### config.mk
export PLATFORM = sky130hd
export DESIGN_NAME = bsg_link_flit_assembler
export DESIGN_NICKNAME = d
export VERILOG_FILES = /design/src/rtl/bsg_link_flit_pkg.sv /design/src/rtl/bsg_link_flit_down_counter.sv /design/src/rtl/bsg_link_flit_assembler.sv
export SDC_FILE = /design/constraint.sdc
export NUM_CORES = 1
export LEC_CHECK = 0
export CAP_MARGIN = 30
export CORE_MARGIN = 1.5
export CORE_UTILIZATION = 49
export CTS_CLUSTER_DIAMETER = 120
export DETAILED_ROUTE_END_ITERATION = 16
export GPL_TIMING_DRIVEN = 1
export PLACE_DENSITY_LB_ADDON = 0.08
export SLEW_MARGIN = 20
export SYNTH_ARGS = -nofsm -noshare
export SYNTH_HDL_FRONTEND = slang
export SYNTH_HIERARCHICAL = 1
export SYNTH_SLANG_ARGS = --single-unit
### constraint.sdc
create_clock -name clk_i -period 4.6 [get_ports clk_i]
set_clock_uncertainty 0.05 [all_clocks]
set_input_delay 0.92 -clock clk_i [delete_from_list [all_inputs] [get_ports clk_i]]
set_output_delay 0.92 -clock clk_i [all_outputs]
set_load 0.01 [all_outputs]
### src/rtl/bsg_link_flit_pkg.sv
// Shared types and constants for the link flit assembler slice.
package bsg_link_flit_pkg;

    typedef enum logic [1:0] {eHeader, eBody, eDiscard, eDone} flit_state_e;

    // Body length lives in the low bits of the header flit.
    localparam int hdr_len_lsb_gp   = 0;
    localparam int hdr_len_width_gp = 8;

    function automatic int slot_idx_width(input int max_body);
        return (max_body < 1) ? 1 : $clog2(max_body + 1);
    endfunction

endpackage

### src/rtl/bsg_link_flit_down_counter.sv
// Loadable down-counter; zero_next_o flags that the next decrement reaches zero.
module bsg_link_flit_down_counter #(
    parameter int width_p = 8
) (
    input  logic               clk_i,
    input  logic               reset_i,
    input  logic               load_i,
    input  logic [width_p-1:0] load_val_i,
    input  logic               dec_i,
    output logic               zero_next_o
);

    logic [width_p-1:0] count_r;

    always_ff @(posedge clk_i) begin
        if (reset_i)
            count_r <= '0;
        else if (load_i)
            count_r <= load_val_i;
        else if (dec_i && (count_r != '0))
            count_r <= count_r - width_p'(1);
    end

    assign zero_next_o = (count_r == width_p'(1));

endmodule

### src/rtl/bsg_link_flit_assembler.sv
// Pops link flits and reassembles header+body packets into one wide word;
// oversized packets are drained and flagged so the link never backs up.
module bsg_link_flit_assembler
    import bsg_link_flit_pkg::*;
#(
    parameter int flit_width_p = 64,
    parameter int max_body_p   = 3,
    parameter int len_width_p  = hdr_len_width_gp
) (
    input  logic                                  clk_i,
    input  logic                                  reset_i,
    input  logic                                  valid_i,
    input  logic [flit_width_p-1:0]               data_i,
    output logic                                  yumi_o,
    output logic                                  valid_o,
    output logic [(max_body_p+1)*flit_width_p-1:0] data_o,
    output logic [len_width_p-1:0]                len_o,
    input  logic                                  ready_i,
    output logic                                  error_o
);

    localparam int idx_w_lp = slot_idx_width(max_body_p);
    localparam logic [len_width_p-1:0] max_body_len_lp = len_width_p'(max_body_p);

    flit_state_e                             state_r;
    logic [max_body_p:0][flit_width_p-1:0]   slots_r;
    logic [idx_w_lp-1:0]                     idx_r;
    logic [len_width_p-1:0]                  len_r;
    logic [len_width_p-1:0]                  hdr_len;
    logic                                    valid_r;
    logic                                    error_r;
    logic                                    accept;
    logic                                    cnt_load;
    logic                                    cnt_dec;
    logic                                    cnt_last;

    assign hdr_len  = data_i[hdr_len_lsb_gp +: len_width_p];
    // Acceptance is independent of ready_i; eDone is the only stall point.
    assign yumi_o   = valid_i & (state_r != eDone) & ~reset_i;
    assign accept   = yumi_o;
    assign cnt_load = accept & (state_r == eHeader);
    assign cnt_dec  = accept & ((state_r == eBody) | (state_r == eDiscard));

    bsg_link_flit_down_counter #(
        .width_p(len_width_p)
    ) body_cnt (
        .clk_i      (clk_i),
        .reset_i    (reset_i),
        .load_i     (cnt_load),
        .load_val_i (hdr_len),
        .dec_i      (cnt_dec),
        .zero_next_o(cnt_last)
    );

    always_ff @(posedge clk_i) begin
        if (reset_i) begin
            state_r <= eHeader;
            slots_r <= '0;
            idx_r   <= '0;
            len_r   <= '0;
            valid_r <= 1'b0;
            error_r <= 1'b0;
        end else begin
            error_r <= 1'b0;
            case (state_r)
                eHeader: if (accept) begin
                    slots_r    <= '0;
                    slots_r[0] <= data_i;
                    len_r      <= hdr_len;
                    idx_r      <= idx_w_lp'(1);
                    if (hdr_len == '0) begin
                        state_r <= eDone;
                        valid_r <= 1'b1;
                    end else if (hdr_len <= max_body_len_lp) begin
                        state_r <= eBody;
                    end else begin
                        error_r <= 1'b1;
                        state_r <= eDiscard;
                    end
                end
                eBody: if (accept) begin
                    slots_r[idx_r] <= data_i;
                    idx_r          <= idx_r + idx_w_lp'(1);
                    if (cnt_last) begin
                        state_r <= eDone;
                        valid_r <= 1'b1;
                    end
                end
                eDiscard: if (accept && cnt_last) state_r <= eHeader;
                eDone: if (ready_i) begin
                    valid_r <= 1'b0;
                    state_r <= eHeader;
                end
                default: state_r <= eHeader;
            endcase
        end
    end

    assign valid_o = valid_r;
    assign data_o  = slots_r;
    assign len_o   = len_r;
    assign error_o = error_r;

endmodule

==> impl_metrics.py <==
metrics = {
    "synthesis": {
        "synth_area_per_cell_um2": 9.34,
        "synth.most_common_cell": "dfxtp_1",
        "synth_edf_count": 0,
        "synth.top_cells.by_area": "dfxtp_1, a22oi_1, nor2_1",
        "netlist_area_mm2": 0.0102,
        "syn-num-nets": 1171,
        "ys_ff_latch": 278,
        "synth_flop_cell": "dfxtp_1",
        "synth.distinct_cells": 57,
        "yosysSeqAreaShare": 0.546,
        "async_flop_share": 0,
        "syn_inst": 1091,
        "synth_top_area_frac": 0.546,
        "netlist_top_cells_count": "dfxtp_1, nor2_1, a22oi_1",
        "synth.largest_area_cell": "dfxtp_1",
        "ys_warn_count": 6,
    },
    "power": {
        "power_density_mw_per_mm2": 396,
        "leakagePower_nw": 5.07,
        "ir_worst_vdd_mv": 0.330,
        "power_mw": 5.71,
    },
    "timing": {
        "rsz0062_at_grt": "no",
        "drv_slew": 0,
        "final.period_utilization": 0.789,
        "maxSlewHeadroom": 0.396,
        "finalCriticalPeriod_ns": 3.63,
        "fmax_ghz": 0.276,
        "fin_ws_ns": 0.971,
        "finalHoldViolCount": 0,
        "tightest_slew_ns": 0.906,
        "setup_tns_ns": 0,
        "setup_violations": 0,
    },
    "detailed_routing": {
        "drt-total-wl_um": 31600,
        "ant_nets": 0,
        "dr_total_vias": 9239,
        "first_iter_violations": 522,
        "drtPass1Iterations": 5,
        "wl_per_cell_um": 18.9,
        "drc": 0,
        "routed_via_density": 5.54,
    },
    "cells_and_area": {
        "insertedDiodeCount": 0,
        "drive_gt1_frac": 0.0665,
        "syn2layout_area_growth_pct": 41.6,
        "nNetsFinal": 1458,
        "n_fill_cell": 1636,
        "fin_util": 0.711,
    },
    "run": {
        "max_cap_violations": 0,
    },
    "global_routing": {
        "grt_pass1_wl_um": 49000,
        "grt_max_degree": 101,
        "grt_usage": 0.280,
        "antenna_found_initial": 0,
        "first_global_vias": 8653,
        "grt_overflow": 0,
    },
    "floorplanning": {
        "die_w_um": 147,
        "initial_core_util": 0.502,
        "dieHeight_um": 147,
        "die_area_mm2": 0.0217,
        "fp.coreArea_mm2": 0.0203,
        "fp-row-count": 52,
        "ioPinCount": 335,
    },
    "cts": {
        "htree_levels": 1,
        "clock_path_buffers": 3,
        "post_cts_buffers": 0,
        "clockRootBuffer": "clkbuf_16",
        "cts_buffers": 28,
        "cts_tree": "built",
        "cts-resized-gates": 0,
        "cts.clk_slew.worst_paths_ns": 0.06,
        "clk_latency_ns": 0.52,
        "cts.sinks": 278,
        "hold_buffers": 0,
    },
    "worst_setup_path": {
        "startpoint_type": "input port",
        "worst-path-buf-inv": 3,
        "regToRegEndpoint": "data_o[17]",
        "critPathMaxFanout": 11,
        "worstPathRequired_ns": 3.63,
        "reg2regPathDepth": 7,
        "cpMaxStageDelayCell": "clkdlybuf4s50_1",
        "critPathArrivalTime_ns": 2.66,
        "rr_startpoint": "state_r[1]",
        "crit_type": "in -> out",
        "crit_chain": "clkdlybuf4s50_1 > or3b_4 > inv_2 > clkdlybuf4s50_1",
        "endpoint_kind": "primary output",
        "r2r_setup_slack_ns": 1.69,
        "critical_path.top_delay_family": "buffers and inverters",
        "critPathMaxStageDelay_ns": 0.60,
        "crit_start": "valid_i",
        "crit_top_cell": "clkdlybuf4s50_1",
    },
    "outcome": {
        "outcome": "finished clean",
    },
    "placement": {
        "gp_congestion": 0.881,
        "pre_cts_ws_ns": 0.981,
        "dp_hpwl_um": 19900,
        "io_buffers": 334,
    },
    "hold_path": {
        "hold_path.class": "reg -> reg",
        "holdCritStartpoint": "data_o[2]",
        "min_path_cells": 2,
        "worstHoldEndpoint": "data_o[2]",
    },
}
## layout make-up
type,count,area [um^2],area share
clock buffer,42,825,0.0572
clock inverter,8,118,0.00815
inverter,16,60.1,0.00416
multi-input combinational,708,4000,0.277
sequential,278,5570,0.386
tap,270,338,0.0234
timing repair buffer,346,3520,0.244
## cell families after synthesis
group | share of synthesized area
fa+ha+maj | 0.0147
mux | 0.00209
flops | 0.546
compound gates | 0.212
simple gates | 0.161
xor+xnor | 0.000860
buf+inv | 0.0635
## report_power, final
part           switching (mW)  internal, mW  total (mW)  leakage, nW
clock                   0.915          1.40        2.31        0.461
sequential             0.0588          2.50        2.55         2.25
combinational           0.511         0.335       0.847         2.36
## routing by layer
| metal | GRT usage | wire, um |
|---|---|---|
| met5 | 0 | 0 |
| met4 | 0.0870 | 918 |
| met3 | 0.0661 | 2800 |
| met1 | 0.361 | 12800 |
| met2 | 0.464 | 15100 |
## flip-flops by register name, indices dropped and copies added (netlist names)
name and cells:
data_o 256, error_o 1, len_o 8, idx_r 2
state_r 2, valid_o 1, body_cnt/count_r 8
## stage by stage
stage	cells	instance area, um^2	hold slack, ns
after floorplan	1091	10200	0.418
after global placement	1614	13400	0.391
after detailed placement	1614	13400	0.396
after CTS	1664	14300	0.404
after global routing	1668	14400	0.418
final	1668	14400	0.402
## worst register-to-register path, cell delays in order, from the launching register on
cell and delay, ns:
dfxtp_1 0.37, inv_1 0.10, ha_1 0.31, nor2b_1 0.69, o21a_2 0.77, buf_12 0.30, nand2_1 0.10, a21oi_1 0.14
## cells in the final DEF, fill, tap and decap left out, types with 8 or more instances in the layout
cell and instances:
inv_1 14, nor2_1 192, a22oi_2 10, clkbuf_1 8, a21oi_1 70, clkbuf_16 29, ha_1 12, a22oi_1 182
nor2_2 10, nand2_1 146, dfxtp_1 278, o21ai_0 10, clkdlybuf4s50_1 333
## how the worst max path moves through the flow
stage,depth (start not counted),slack (ns),endpoint
2_1_floorplan,9,1.91,body_cnt/count_r[1]
3_3_place_gp,4,0.99,yumi_o
3_5_place_dp,4,0.98,yumi_o
4_1_cts,4,0.97,yumi_o
5_1_grt,4,0.92,yumi_o
6_report,4,0.97,yumi_o
Note: power is estimated with default switching activity, not from simulation.
